`config.mk`:
```
export PLATFORM = sky130hd
export DESIGN_NAME = alu_req_arbiter_flat
export DESIGN_NICKNAME = d
export VERILOG_FILES = /design/src/rtl/alu_req_arbiter_if.sv /design/src/rtl/alu_req_arbiter.sv /design/src/flat_wrapper.sv
export SDC_FILE = /design/constraint.sdc
export NUM_CORES = 1
export LEC_CHECK = 0
export CAP_MARGIN = 20
export CORE_UTILIZATION = 34
export DETAILED_ROUTE_END_ITERATION = 16
export HOLD_SLACK_MARGIN = 0.1
export PLACE_DENSITY_LB_ADDON = 0.15
export SYNTH_ARGS = -nofsm -noshare
export SYNTH_HDL_FRONTEND = slang
export SYNTH_SLANG_ARGS = --single-unit
```
`constraint.sdc`:
```
create_clock -name clk -period 1.5 [get_ports clk]
set_input_delay 0.15 -clock clk [delete_from_list [all_inputs] [get_ports clk]]
set_output_delay 0.15 -clock clk [all_outputs]
set_load 0.02 [all_outputs]
```
`src/rtl/alu_req_arbiter_if.sv`:
```
// Requester-side bundle for alu_req_arbiter: packed per-requester request fields and the shared
// response channel. Requester i occupies bit i and slice [i*W +: W] of every packed field.
interface alu_req_arbiter_if #(
  parameter int NUM_REQ = 2,
  parameter int DATA_W  = 32,
  parameter int OP_W    = 8
);
  // Handshake: a requester raises req_valid[i] and holds its operands stable until it sees the
  // one-cycle req_ready[i] pulse; the transfer happens in that cycle. resp_valid[i] is a one-cycle
  // pulse with no backpressure, and resp_result/resp_error are meaningful only while it is high.
  logic [NUM_REQ-1:0]        req_valid;
  logic [NUM_REQ-1:0]        req_ready;
  logic [NUM_REQ*DATA_W-1:0] req_opa;
  logic [NUM_REQ*DATA_W-1:0] req_opb;
  logic [NUM_REQ*OP_W-1:0]   req_op;
  logic [NUM_REQ-1:0]        resp_valid;
  logic [DATA_W-1:0]         resp_result;
  logic                      resp_error;

  modport master (
    output req_valid, req_opa, req_opb, req_op,
    input  req_ready, resp_valid, resp_result, resp_error
  );

  modport slave (
    input  req_valid, req_opa, req_opb, req_op,
    output req_ready, resp_valid, resp_result, resp_error
  );
endinterface

```
`src/rtl/alu_req_arbiter.sv`:
```
// Round-robin sequencer sharing one untimed ALU between NUM_REQ requesters.
// Optional macro ALU_OPCODE_CHECK_EN: operators above 8'h03 are answered with an error, bypassing the ALU.
module alu_req_arbiter #(
  parameter int NUM_REQ     = 2,
  parameter int DATA_W      = 32,
  parameter int OP_W        = 8,
  parameter int WAIT_CYCLES = 2
) (
  input  logic                clk,
  input  logic                rst_n,
  alu_req_arbiter_if.slave    bus,
  output logic                busy,
  output logic [DATA_W-1:0]   alu_operand_a,
  output logic [DATA_W-1:0]   alu_operand_b,
  output logic [OP_W-1:0]     alu_operator,
  output logic                alu_op_valid,
  input  logic [DATA_W-1:0]   alu_result,
  output logic [2:0]          dbg_state
);

  localparam int PTR_W = (NUM_REQ > 1) ? $clog2(NUM_REQ) : 1;
  localparam int CNT_W = (WAIT_CYCLES > 1) ? $clog2(WAIT_CYCLES) : 1;

  typedef enum logic [2:0] {
    S_IDLE  = 3'd0,
    S_SETUP = 3'd1,
    S_FIRE  = 3'd2,
    S_WAIT  = 3'd3,
    S_RESP  = 3'd4
  } state_e;

  state_e              state_q, state_d;
  logic [PTR_W-1:0]    ptr_q, ptr_d;
  logic [PTR_W-1:0]    gnt_q, gnt_d;
  logic [CNT_W-1:0]    cnt_q, cnt_d;
  logic [DATA_W-1:0]   opa_q, opa_d;
  logic [DATA_W-1:0]   opb_q, opb_d;
  logic [OP_W-1:0]     op_q, op_d;
  logic [DATA_W-1:0]   res_q, res_d;
  logic                err_q, err_d;

  logic                pick_vld;
  logic [PTR_W-1:0]    pick;
  logic                illegal;
  logic [NUM_REQ-1:0]  ready_vec;
  logic [NUM_REQ-1:0]  resp_vec;

  // First pending requester at or above ptr, wrapping modulo NUM_REQ. Returns {found, index}.
  function automatic logic [PTR_W:0] rr_pick(input logic [NUM_REQ-1:0] vld,
                                             input logic [PTR_W-1:0]   ptr);
    logic             found;
    logic [PTR_W-1:0] sel;
    int               idx;
    found = 1'b0;
    sel   = '0;
    for (int i = 0; i < NUM_REQ; i++) begin
      idx = (int'(ptr) + i) % NUM_REQ;
      if (!found && vld[idx]) begin
        found = 1'b1;
        sel   = PTR_W'(idx);
      end
    end
    return {found, sel};
  endfunction

  always_comb begin
    {pick_vld, pick} = rr_pick(bus.req_valid, ptr_q);
  end

`ifdef ALU_OPCODE_CHECK_EN
  logic [OP_W-1:0] pick_op;
  always_comb begin
    pick_op = bus.req_op[pick*OP_W +: OP_W];
    illegal = (pick_op > OP_W'(3));
  end
`else
  assign illegal = 1'b0;
`endif

  always_comb begin
    state_d = state_q;
    ptr_d   = ptr_q;
    gnt_d   = gnt_q;
    cnt_d   = cnt_q;
    opa_d   = opa_q;
    opb_d   = opb_q;
    op_d    = op_q;
    res_d   = res_q;
    err_d   = err_q;

    case (state_q)
      S_IDLE: begin
        if (pick_vld) begin
          gnt_d = pick;
          ptr_d = (int'(pick) == NUM_REQ - 1) ? '0 : pick + 1'b1;
          if (illegal) begin
            // Rejected operator: ALU outputs keep their previous values.
            err_d   = 1'b1;
            res_d   = '0;
            state_d = S_RESP;
          end else begin
            err_d   = 1'b0;
            opa_d   = bus.req_opa[pick*DATA_W +: DATA_W];
            opb_d   = bus.req_opb[pick*DATA_W +: DATA_W];
            op_d    = bus.req_op[pick*OP_W +: OP_W];
            state_d = S_SETUP;
          end
        end
      end
      S_SETUP: state_d = S_FIRE;
      S_FIRE: begin
        cnt_d   = '0;
        state_d = S_WAIT;
      end
      S_WAIT: begin
        if (cnt_q == CNT_W'(WAIT_CYCLES - 1)) begin
          // Result is sampled on the edge that enters RESP so it is stable for the whole pulse.
          res_d   = alu_result;
          cnt_d   = '0;
          state_d = S_RESP;
        end else begin
          cnt_d = cnt_q + 1'b1;
        end
      end
      S_RESP:  state_d = S_IDLE;
      default: state_d = S_IDLE;
    endcase
  end

  always_ff @(posedge clk or negedge rst_n) begin
    if (!rst_n) begin
      state_q <= S_IDLE;
      ptr_q   <= '0;
      gnt_q   <= '0;
      cnt_q   <= '0;
      opa_q   <= '0;
      opb_q   <= '0;
      op_q    <= '0;
      res_q   <= '0;
      err_q   <= 1'b0;
    end else begin
      state_q <= state_d;
      ptr_q   <= ptr_d;
      gnt_q   <= gnt_d;
      cnt_q   <= cnt_d;
      opa_q   <= opa_d;
      opb_q   <= opb_d;
      op_q    <= op_d;
      res_q   <= res_d;
      err_q   <= err_d;
    end
  end

  // req_ready is a combinational grant; rst_n keeps it quiet while the block is held in reset.
  always_comb begin
    ready_vec = '0;
    resp_vec  = '0;
    if (state_q == S_IDLE && pick_vld && rst_n) ready_vec[pick] = 1'b1;
    if (state_q == S_RESP) resp_vec[gnt_q] = 1'b1;
  end

  assign bus.req_ready   = ready_vec;
  assign bus.resp_valid  = resp_vec;
  assign bus.resp_result = res_q;
  assign bus.resp_error  = err_q;

  assign busy          = (state_q != S_IDLE);
  assign alu_op_valid  = (state_q == S_FIRE);
  assign alu_operand_a = opa_q;
  assign alu_operand_b = opb_q;
  assign alu_operator  = op_q;
  assign dbg_state     = state_q;

endmodule

```
`src/flat_wrapper.sv`:
```
// flat-port wrapper written by rule: the top's interface ports become plain ports
module alu_req_arbiter_flat 
#(
  parameter int NUM_REQ     = 2,
  parameter int DATA_W      = 32,
  parameter int OP_W        = 8,
  parameter int WAIT_CYCLES = 2
)
  (clk, rst_n, busy, alu_operand_a, alu_operand_b, alu_operator, alu_op_valid, alu_result, dbg_state, bus_req_valid, bus_req_opa, bus_req_opb, bus_req_op, bus_req_ready, bus_resp_valid, bus_resp_result, bus_resp_error);
  alu_req_arbiter_if #(.NUM_REQ(NUM_REQ), .DATA_W(DATA_W), .OP_W(OP_W)) bus_i ();
  input  logic clk;
  input  logic rst_n;
  output logic busy;
  output logic [DATA_W-1:0] alu_operand_a;
  output logic [DATA_W-1:0] alu_operand_b;
  output logic [OP_W-1:0] alu_operator;
  output logic alu_op_valid;
  input  logic [DATA_W-1:0] alu_result;
  output logic [2:0] dbg_state;
  input wire logic [$bits(bus_i.req_valid)-1:0] bus_req_valid;
  input wire logic [$bits(bus_i.req_opa)-1:0] bus_req_opa;
  input wire logic [$bits(bus_i.req_opb)-1:0] bus_req_opb;
  input wire logic [$bits(bus_i.req_op)-1:0] bus_req_op;
  output wire logic [$bits(bus_i.req_ready)-1:0] bus_req_ready;
  output wire logic [$bits(bus_i.resp_valid)-1:0] bus_resp_valid;
  output wire logic [$bits(bus_i.resp_result)-1:0] bus_resp_result;
  output wire logic [$bits(bus_i.resp_error)-1:0] bus_resp_error;
  assign bus_i.req_valid = bus_req_valid;
  assign bus_i.req_opa = bus_req_opa;
  assign bus_i.req_opb = bus_req_opb;
  assign bus_i.req_op = bus_req_op;
  assign bus_req_ready = bus_i.req_ready;
  assign bus_resp_valid = bus_i.resp_valid;
  assign bus_resp_result = bus_i.resp_result;
  assign bus_resp_error = bus_i.resp_error;
  alu_req_arbiter #(.NUM_REQ(NUM_REQ), .DATA_W(DATA_W), .OP_W(OP_W), .WAIT_CYCLES(WAIT_CYCLES)) u_core (.clk(clk), .rst_n(rst_n), .bus(bus_i), .busy(busy), .alu_operand_a(alu_operand_a), .alu_operand_b(alu_operand_b), .alu_operator(alu_operator), .alu_op_valid(alu_op_valid), .alu_result(alu_result), .dbg_state(dbg_state));
endmodule
```
==> summary.txt <==
Yosys
  • Post-synth EDFFs: 0
  • Synth Warn #: 0
  • Synth area leaders: dfrtp_1 56%, a221o_1 15%, o21a_1 11%
  • Yosys reg bits: 110
  • Avg Inst Size Synth: 14.0 µm²
  • Post-synthesis sequential area ratio: 56.0%
  • Top-area cell type share of the netlist area: 56.0%
  • Synthesized area: 4920 µm²
  • Synth unique cells: 26
  • Async S/R FF share, synth: 100%
  • Post-synthesis cell count: 350
  • Cell taking the most area after synthesis: dfrtp_1
  • Syn Nets: 530
  • Synth Flop Type: dfrtp_1

Timing
  • Final slew viol count: 0
  • Tcrit/Tclk final: 113%
  • Worst-Margin Slew: 0.606 ns
  • Worst Slack Setup Final: -0.198 ns
  • Hold WS: 0.150 ns
  • Finish-stage setup viols: 108
  • RSZ-0062 raised after global routing: yes
  • Max Fclk: 0.589 GHz
  • Tmin final: 1.70 ns
  • Setup TNS: -11.05 ns
  • Setup Skew: 0.00970 ns
  • Slew HR: 59.6%
  • Hold Vio Cnt, Final: 0

Final layout
  • Final Net Count: 830
  • Most common cell after layout, fill and taps aside: clkdlybuf4s50_1
  • Ratio of cells with drive above 1 in the final layout: 15.6%
  • Most frequent cells in the layout: 205 x clkdlybuf4s50_1, 107 x dfrtp_1, 72 x o21a_1, 72 x a221o_1, 52 x dlymetal6s2s_1
  • Fin area: 8710 µm²
  • Antenna cell count: 0
  • Filler cells: 1137
  • Final Util: 62.3%
  • Synth-to-layout area growth: 77.2%

GRT
  • GR Overflow Total: 0
  • Global-route wire length before repair: 24200 µm
  • Vias in the first global route: 4431
  • Largest net degree at the start of global routing: 110
  • Global Route Usage Sum: 21.3%
  • Initial antenna violation count: 0

CTS
  • Num CTS Buffers: 9
  • Clock Latency Late Sink: 0.35 ns
  • H-tree depth: 3
  • TritonCTS clock tree: done
  • Clock Path Buffers: 2
  • CTS Sinks: 110
  • Clk Tree Root Cell: clkbuf_16
  • CTS clk-pin slew, worst paths: 0.08 ns

Worst setup path
  • CP max stage delay: 0.43 ns
  • Worst setup SP type: flip-flop
  • Crit Path Category: flip-flop to flip-flop
  • Crit path DAT: 1.94 ns
  • CP required: 1.74 ns
  • Worst r2r src: u_core.dbg_state[2]$_DFFE_PN0P_
  • Worst reg2reg path endpoint: u_core.bus.resp_result[4]$_DFFE_PN0P_
  • Crit. End Element: flip-flop
  • Worst r2r path cells: 6
  • CP startpoint: u_core.dbg_state[2]$_DFFE_PN0P_
  • Cell Chain, Critical Path: buf_6, nand2b_4, or2_4, buf_12, clkbuf_16, mux2_4
  • Reg2reg setup slack: -0.20 ns
  • Crit path max fanout: 5
  • Crit-path slowest cell: dfrtp_2

Power
  • P per Cell Area: 1970 nW/µm²
  • Max VDD drop: 1010 µV
  • Static leakage: 4.34 nW

Place
  • Placed Area: 8060 µm²
  • Port bufs: 292
  • Detail Placement HPWL: 11000 µm
  • Pre-CTS setup slack: -0.367 ns
  • GPL Wtd Cong: 0.803

Drt
  • DRC Markers: 0
  • Via count: 4269
  • First-pass iteration count of the detailed router: 4
  • First-iteration detailed-routing DRC count: 199
  • Avg WL per Cell: 19.4 µm
  • DRT Wirelength: 16200 µm
  • Routed Antenna Nets: 0
  • Vias per Instance: 5.11

Run status
  • Failing checks: negative setup slack
  • Status: finished with violations

Floorplan
  • Initial core utilization: 35.2%
  • Std-Cell Rows: 43
  • Die Wd: 122 µm
  • Core area: 14000 µm²
  • Die H: 122 µm
  • I/O Pins: 294
  • Die area: 14900 µm²

Job
  • Max-Cap Viols: 0

Worst hold path
  • Type of the most critical hold path: primary input to async pin
[where the power goes]
group	switching, mW	internal (mW)	leakage (nW)
Clock	1.11	1.30	0.146
Combinational	4.28	5.27	2.84
Sequential	0.782	4.39	1.35
[metal layers]
layer  share of wire (%)  global-route usage, %
met1                  40                   25.5
met2                  51                   37.0
met3                 6.3                   4.14
met4                 2.4                   9.30
met5                   0                      0
[area by class of cell]
type	count	area [µm²]	area share, %
clock inverters	7	73.8	0.847
inverters	2	15.0	0.172
flip-flops and latches	110	2760	31.6
clock buffers	9	225	2.58
well taps	180	225	2.58
multi-input cells	203	1940	22.2
repair buffers	324	3480	40.0
[cell families (layout without fill, tap and decap cells)]
group                  Yosys count  after routing  synth area share, %
and+or+nand+nor                 21             21                 2.65
other                            1              1               0.0763
muxes                           32             32                 9.54
AOI/OAI and AO/OA              149            149                 26.3
DFF                            110            110                 56.0
buffers and inverters           37            342                 5.42
[what timing repair did]
item / in CTS / in global routing
hold buffers: 1 / 0
endpoints found under the setup margin: 138 / 163
hold endpoints to repair: 110 / 0
buffers inserted: 3 / 1
gates cloned: 3 / 1
resized for setup: 79 / 67
pin swaps: 3 / 13
[state kept, by name, summed over array words and instances (netlist names)]
name and cells:
u_core.alu_operand_a 32, u_core.alu_operand_b 32, u_core.bus.resp_result 32, u_core.alu_operator 8
u_core.dbg_state 3, u_core.cnt_q 1, u_core.gnt_q 1, u_core.ptr_q 1
[synth_stat cells, types with 2 or more instances]
cell / count
nand2_1: 4
clkbuf_1: 11
nor2_1: 5
o21ai_0: 2
and2_1: 2
mux2_4: 29
nand2b_1: 2
dfrtp_1: 110
mux2_2: 3
buf_2: 12
and3_1: 3
o21a_1: 72
buf_6: 8
a221o_1: 72
buf_12: 3
a21o_1: 2
[per-stage QoR]
stage               power [mW]  std cells
floorplan                 10.5        350
global placement          14.4        810
detailed placement        14.6        810
CTS                       17.3        833
global route              18.1        835
finish                    17.1        835
[critical path: cells and delay by family, from the launching register on]
| kind | cells | cell delay [ns] |
|---|---|---|
| AND/OR/NAND/NOR | 2 | 0.44 |
| flip-flops | 1 | 0.43 |
| multiplexers | 1 | 0.29 |
| buffers and inverters | 3 | 0.43 |
[worst max-delay path by stage]
stage	slack, ns	depth (start not counted)	to
CTS	-0.17	5	u_core.bus.resp_result[2]$_DFFE_PN0P_
floorplan	-0.04	5	u_core.bus.resp_result[10]$_DFFE_PN0P_
global placement	-0.30	5	bus_req_ready[0]
finish	-0.20	6	u_core.bus.resp_result[4]$_DFFE_PN0P_
global route	-0.25	6	u_core.alu_operand_a[14]$_DFFE_PN0P_
detailed placement	-0.37	6	u_core.alu_operand_a[18]$_DFFE_PN0P_
No activity file was read; power rests on OpenSTA's default activity.
